==> config.mk <==
export PLATFORM = sky130hd
export DESIGN_NAME = eco_mismatch_tracker
export DESIGN_NICKNAME = d
export VERILOG_FILES = /design/src/rtl/eco_sweep_pkg.sv /design/src/rtl/eco_mismatch_tracker.sv
export SDC_FILE = /design/constraint.sdc
export NUM_CORES = 1
export LEC_CHECK = 0
export BUFFER_PORTS_ARGS = -buffer_cell sky130_fd_sc_hd__buf_2
export CORE_MARGIN = 1.5
export CORE_UTILIZATION = 48
export DETAILED_ROUTE_END_ITERATION = 6
export PLACE_DENSITY = 0.8
export SETUP_SLACK_MARGIN = 0.4
export SKIP_LAST_GASP = 1
export SYNTH_ARGS = -nofsm -noshare
export SYNTH_HDL_FRONTEND = slang
export SYNTH_SLANG_ARGS = --single-unit
==> constraint.sdc <==
create_clock -name clk -period 1.8 [get_ports clk]
set_clock_uncertainty 0.2 [all_clocks]
set_input_delay 0.27 -clock clk [delete_from_list [all_inputs] [get_ports clk]]
set_output_delay 0.27 -clock clk [all_outputs]
set_load 0.01 [all_outputs]
==> src/rtl/eco_sweep_pkg.sv <==
// Shared types and default widths for the ECO exhaustive-sweep checker.
package eco_sweep_pkg;

  typedef enum logic [1:0] {
    IDLE  = 2'd0,
    SWEEP = 2'd1,
    DONE  = 2'd2
  } sweep_state_t;

  localparam int DEF_WA = 5;
  localparam int DEF_WB = 5;
  localparam int DEF_WY = 3;
  localparam int NVEC   = 1 << (DEF_WA + DEF_WB);

endpackage

==> src/rtl/eco_mismatch_tracker.sv <==
// Compares patched vs golden netlist outputs and accumulates sweep results.
import eco_sweep_pkg::*;

module eco_mismatch_tracker #(
  parameter int NV = DEF_WA + DEF_WB,
  parameter int WY = DEF_WY
) (
  input  logic          clk,
  input  logic          rst_n,
  input  logic          clear,
  input  logic          sample_en,
  input  logic [NV-1:0] vec,
  input  logic [WY-1:0] y_impl,
  input  logic [WY-1:0] y_gold,
  output logic [NV:0]   mism_cnt,
  output logic [NV-1:0] first_fail_vec,
  output logic          first_fail_valid,
  output logic [WY-1:0] diff_mask
);

  logic [WY-1:0] xor_p0;
  logic          mism_p0;

  // Case inequality so an unknown netlist output is reported as a mismatch.
  assign xor_p0  = y_impl ^ y_gold;
  assign mism_p0 = (y_impl !== y_gold);

  // ---- stage p0 -> p1: result registers ----
  always_ff @(posedge clk or negedge rst_n) begin
    if (!rst_n) begin
      mism_cnt         <= '0;
      first_fail_vec   <= '0;
      first_fail_valid <= 1'b0;
      diff_mask        <= '0;
    end else if (clear) begin
      mism_cnt         <= '0;
      first_fail_vec   <= '0;
      first_fail_valid <= 1'b0;
      diff_mask        <= '0;
    end else if (sample_en && mism_p0) begin
      mism_cnt  <= mism_cnt + 1'b1;
      diff_mask <= diff_mask | xor_p0;
      if (!first_fail_valid) begin
        first_fail_vec   <= vec;
        first_fail_valid <= 1'b1;
      end
    end
  end

endmodule

==> out/metrics.yaml <==
reg2reg_slack_ns: 0.07
die_area_mm2: 0.002842
cts-root-buf: "clkbuf_4"
hold_class: "input pin to flop"
post-route-min-period_ns: 1.733
clock_path_buffers: 2
yosys.area_share.xor_xnor: 0.09063
crit_fanout: 4
clock_sinks: 25
hold_path_end: "diff_mask[1]$_DFFE_PN0P_"
ys.flop_type: "dfrtp_1"
rsz0062_at_grt: "true"
hold_ws_ns: 0.1359
rr_startpoint: "mism_cnt[1]$_DFFE_PN0P_"
firstDrtPassIters: 4
ff2ff_path_depth: 4
synth_top_family_by_area: "compound AO/OA/AOI/OAI gates"
finalWirelength_um: 4621
tightest_slew_ns: 0.6476
maxCapViolations: 0
end_kind: "flop"
drc: 0
critical_path_class: "flop to flop"
cts_buffers: 3
area_growth_pct: 69.41
synth.most_common_cell: "dfrtp_1"
synthTopCellsByCount: "dfrtp_1, a21oi_1, nand2_1"
io_pins: 45
max_freq_mhz: 577.0
track_usage: 0.2634
gp_congestion: 0.7992
drtIter0Drc: 60
period_share: 0.9629
setup_viol: 0
vdd_drop_max_v: 0.0004976
num_antenna_cells: 0
reg2reg_to: "mism_cnt[5]$_DFFE_PN0P_"
slew_headroom: 0.5649
port_buffers: 44
synth.distinct_cells: 25
start_util: 0.4995
avgSynthCellArea_um2: 9.877
critical_path_required_ns: 1.87
yosys-top-cells-area: "dfrtp_1, a21oi_1, xnor2_1"
wl_per_cell_um: 19.42
synth_edf_count: 0
drive_above_1_share: 0.5048
fin_util: 0.8462
slew_violations: 0
seq_area_frac_synth: 0.5149
synth_compound_area_frac: 0.1967
synth_area_leader_cell: "dfrtp_1"
htreeDepth: 1
leakage_uw: 0.0009428
start_kind: "flop"
nets: 230
netlist_area_mm2: 0.001215
cts_tree: "done"
status: "complete, no violations"
core_mm2: 0.002432
die_h_um: 53.31
grt_pass1_wl_um: 5423
nFillCells: 111
synth_adder_area_share: 0.01030
die_w_um: 53.31
antenna_found_initial: 0
place_hpwl_um: 2062
hold_start: "y_impl[1]"
cp.arrival_ns: 1.80
synthArstFlopShare: 1.000
grt_pass1_vias: 1231
min_path_cells: 4
ys_seq_elements: 25
via_per_inst: 6.151
hold_violations: 0
synth_cells: 123
drtAntennaViolNets: 0
grt_max_degree: 26
yosysTopAreaCellShare: 0.5149
ys_warn_count: 0
p_per_area_mw_per_mm2: 594.1
num_rows: 18
vias: 1464
clock_latency_ns: 0.33
grt-ovfl-total: 0
synth.area.mux_share: 0.008239
cts.clk_slew.worst_paths_ns: 0.16
synth-simple-area-share: 0.1411
syn_nets: 144
-- worst max path at each step --
| stage | startpoint | to | slack [ns] | cells after the start |
|---|---|---|---|---|
| global route | mism_cnt[1]$_DFFE_PN0P_ | mism_cnt[7]$_DFFE_PN0P_ | 0.06 | 5 |
| CTS | mism_cnt[7]$_DFFE_PN0P_ | mism_cnt[9]$_DFFE_PN0P_ | 0.21 | 4 |
| global placement | y_gold[1] | mism_cnt[6]$_DFFE_PN0P_ | 0.07 | 5 |
| floorplan | mism_cnt[5]$_DFFE_PN0P_ | mism_cnt[9]$_DFFE_PN0P_ | 0.16 | 4 |
| finish | mism_cnt[1]$_DFFE_PN0P_ | mism_cnt[5]$_DFFE_PN0P_ | 0.07 | 4 |
| detailed placement | y_gold[1] | mism_cnt[6]$_DFFE_PN0P_ | -0.01 | 5 |
-- final cells by class --
type	instances	area, um2	area share
Multi-Input combinational cell	89	700.7	0.3404
Clock buffer	3	22.52	0.01094
Timing Repair Buffer	87	649.4	0.3155
Inverter	3	11.26	0.005471
Tap cell	30	37.54	0.01824
Clock inverter	1	7.507	0.003647
Sequential cell	25	629.4	0.3058
-- cells by family (layout without fill, tap and decap cells) --
logic type / count (synthesis) / count (layout)
mux: 1 / 1
xor+xnor: 10 / 10
compound gates: 41 / 42
buf+inv: 10 / 94
simple gates: 35 / 35
flops: 25 / 25
fa+ha+maj: 1 / 1
-- registers in the layout (all words and copies together), names as in the netlist --
| name | count |
|---|---|
| mism_cnt | 11 |
| first_fail_vec | 10 |
| diff_mask | 3 |
| first_fail_valid | 1 |
-- metal layers --
metal	track usage	routed length [um]
met5	0	0
met4	0.1026	144
met3	0.04520	347
met2	0.4465	2318
met1	0.3297	1810
-- layout by cell type (no fill, tap or decap), drive strengths merged, types with 2 or more instances in the layout --
cell type / instances
a21oi: 20
a31oi: 3
buf: 75
clkbuf: 4
dfrtp: 25
dlygate4sd3: 11
inv: 3
nand2: 12
nand3: 2
nand3b: 2
nand4: 4
nor2: 8
nor3: 2
o21ai: 10
o311a: 2
o31ai: 6
or4: 4
xnor2: 6
xor2: 4
-- power by group --
| part | switching (uW) | internal [uW] | total, uW | leakage [uW] |
|---|---|---|---|---|
| Sequential | 19.6 | 589 | 609 | 0.000335 |
| Clock | 188 | 85.0 | 273 | 0.0000139 |
| Combinational | 181 | 160 | 341 | 0.000593 |
| Total | 389 | 834 | 1220 | 0.000943 |
-- through the flow --
stage               setup slack, ns  instance area (um2)  std cells  setup TNS [ns]  power (uW)
floorplan                    0.1640                 1289        123               0       740.3
CTS                          0.2090                 1872        227               0        1143
global route                0.05909                 2058        238               0        1264
global placement            0.06818                 1539        195               0       822.9
detailed placement         -0.01484                 1539        195        -0.01484       829.5
finish                      0.06687                 2058        238               0        1223
-- worst max-delay path: stages, from the launching register on --
cell and delay (ns):
dfrtp_1 0.43, buf_4 0.13, nand4_1 0.16, or4_4 0.60
a21oi_2 0.14
-- timing repair --
| item | CTS | global route |
|---|---|---|
| setup endpoints to repair | 24 | 31 |
| pin swaps | 5 | 10 |
| setup buffers | 17 | 9 |
| hold buffers | 11 | 0 |
| endpoints found under the hold margin | 35 | 0 |
| gates resized for setup | 13 | 28 |
| gates cloned | 0 | 2 |
(Power assumes the default switching activity.)
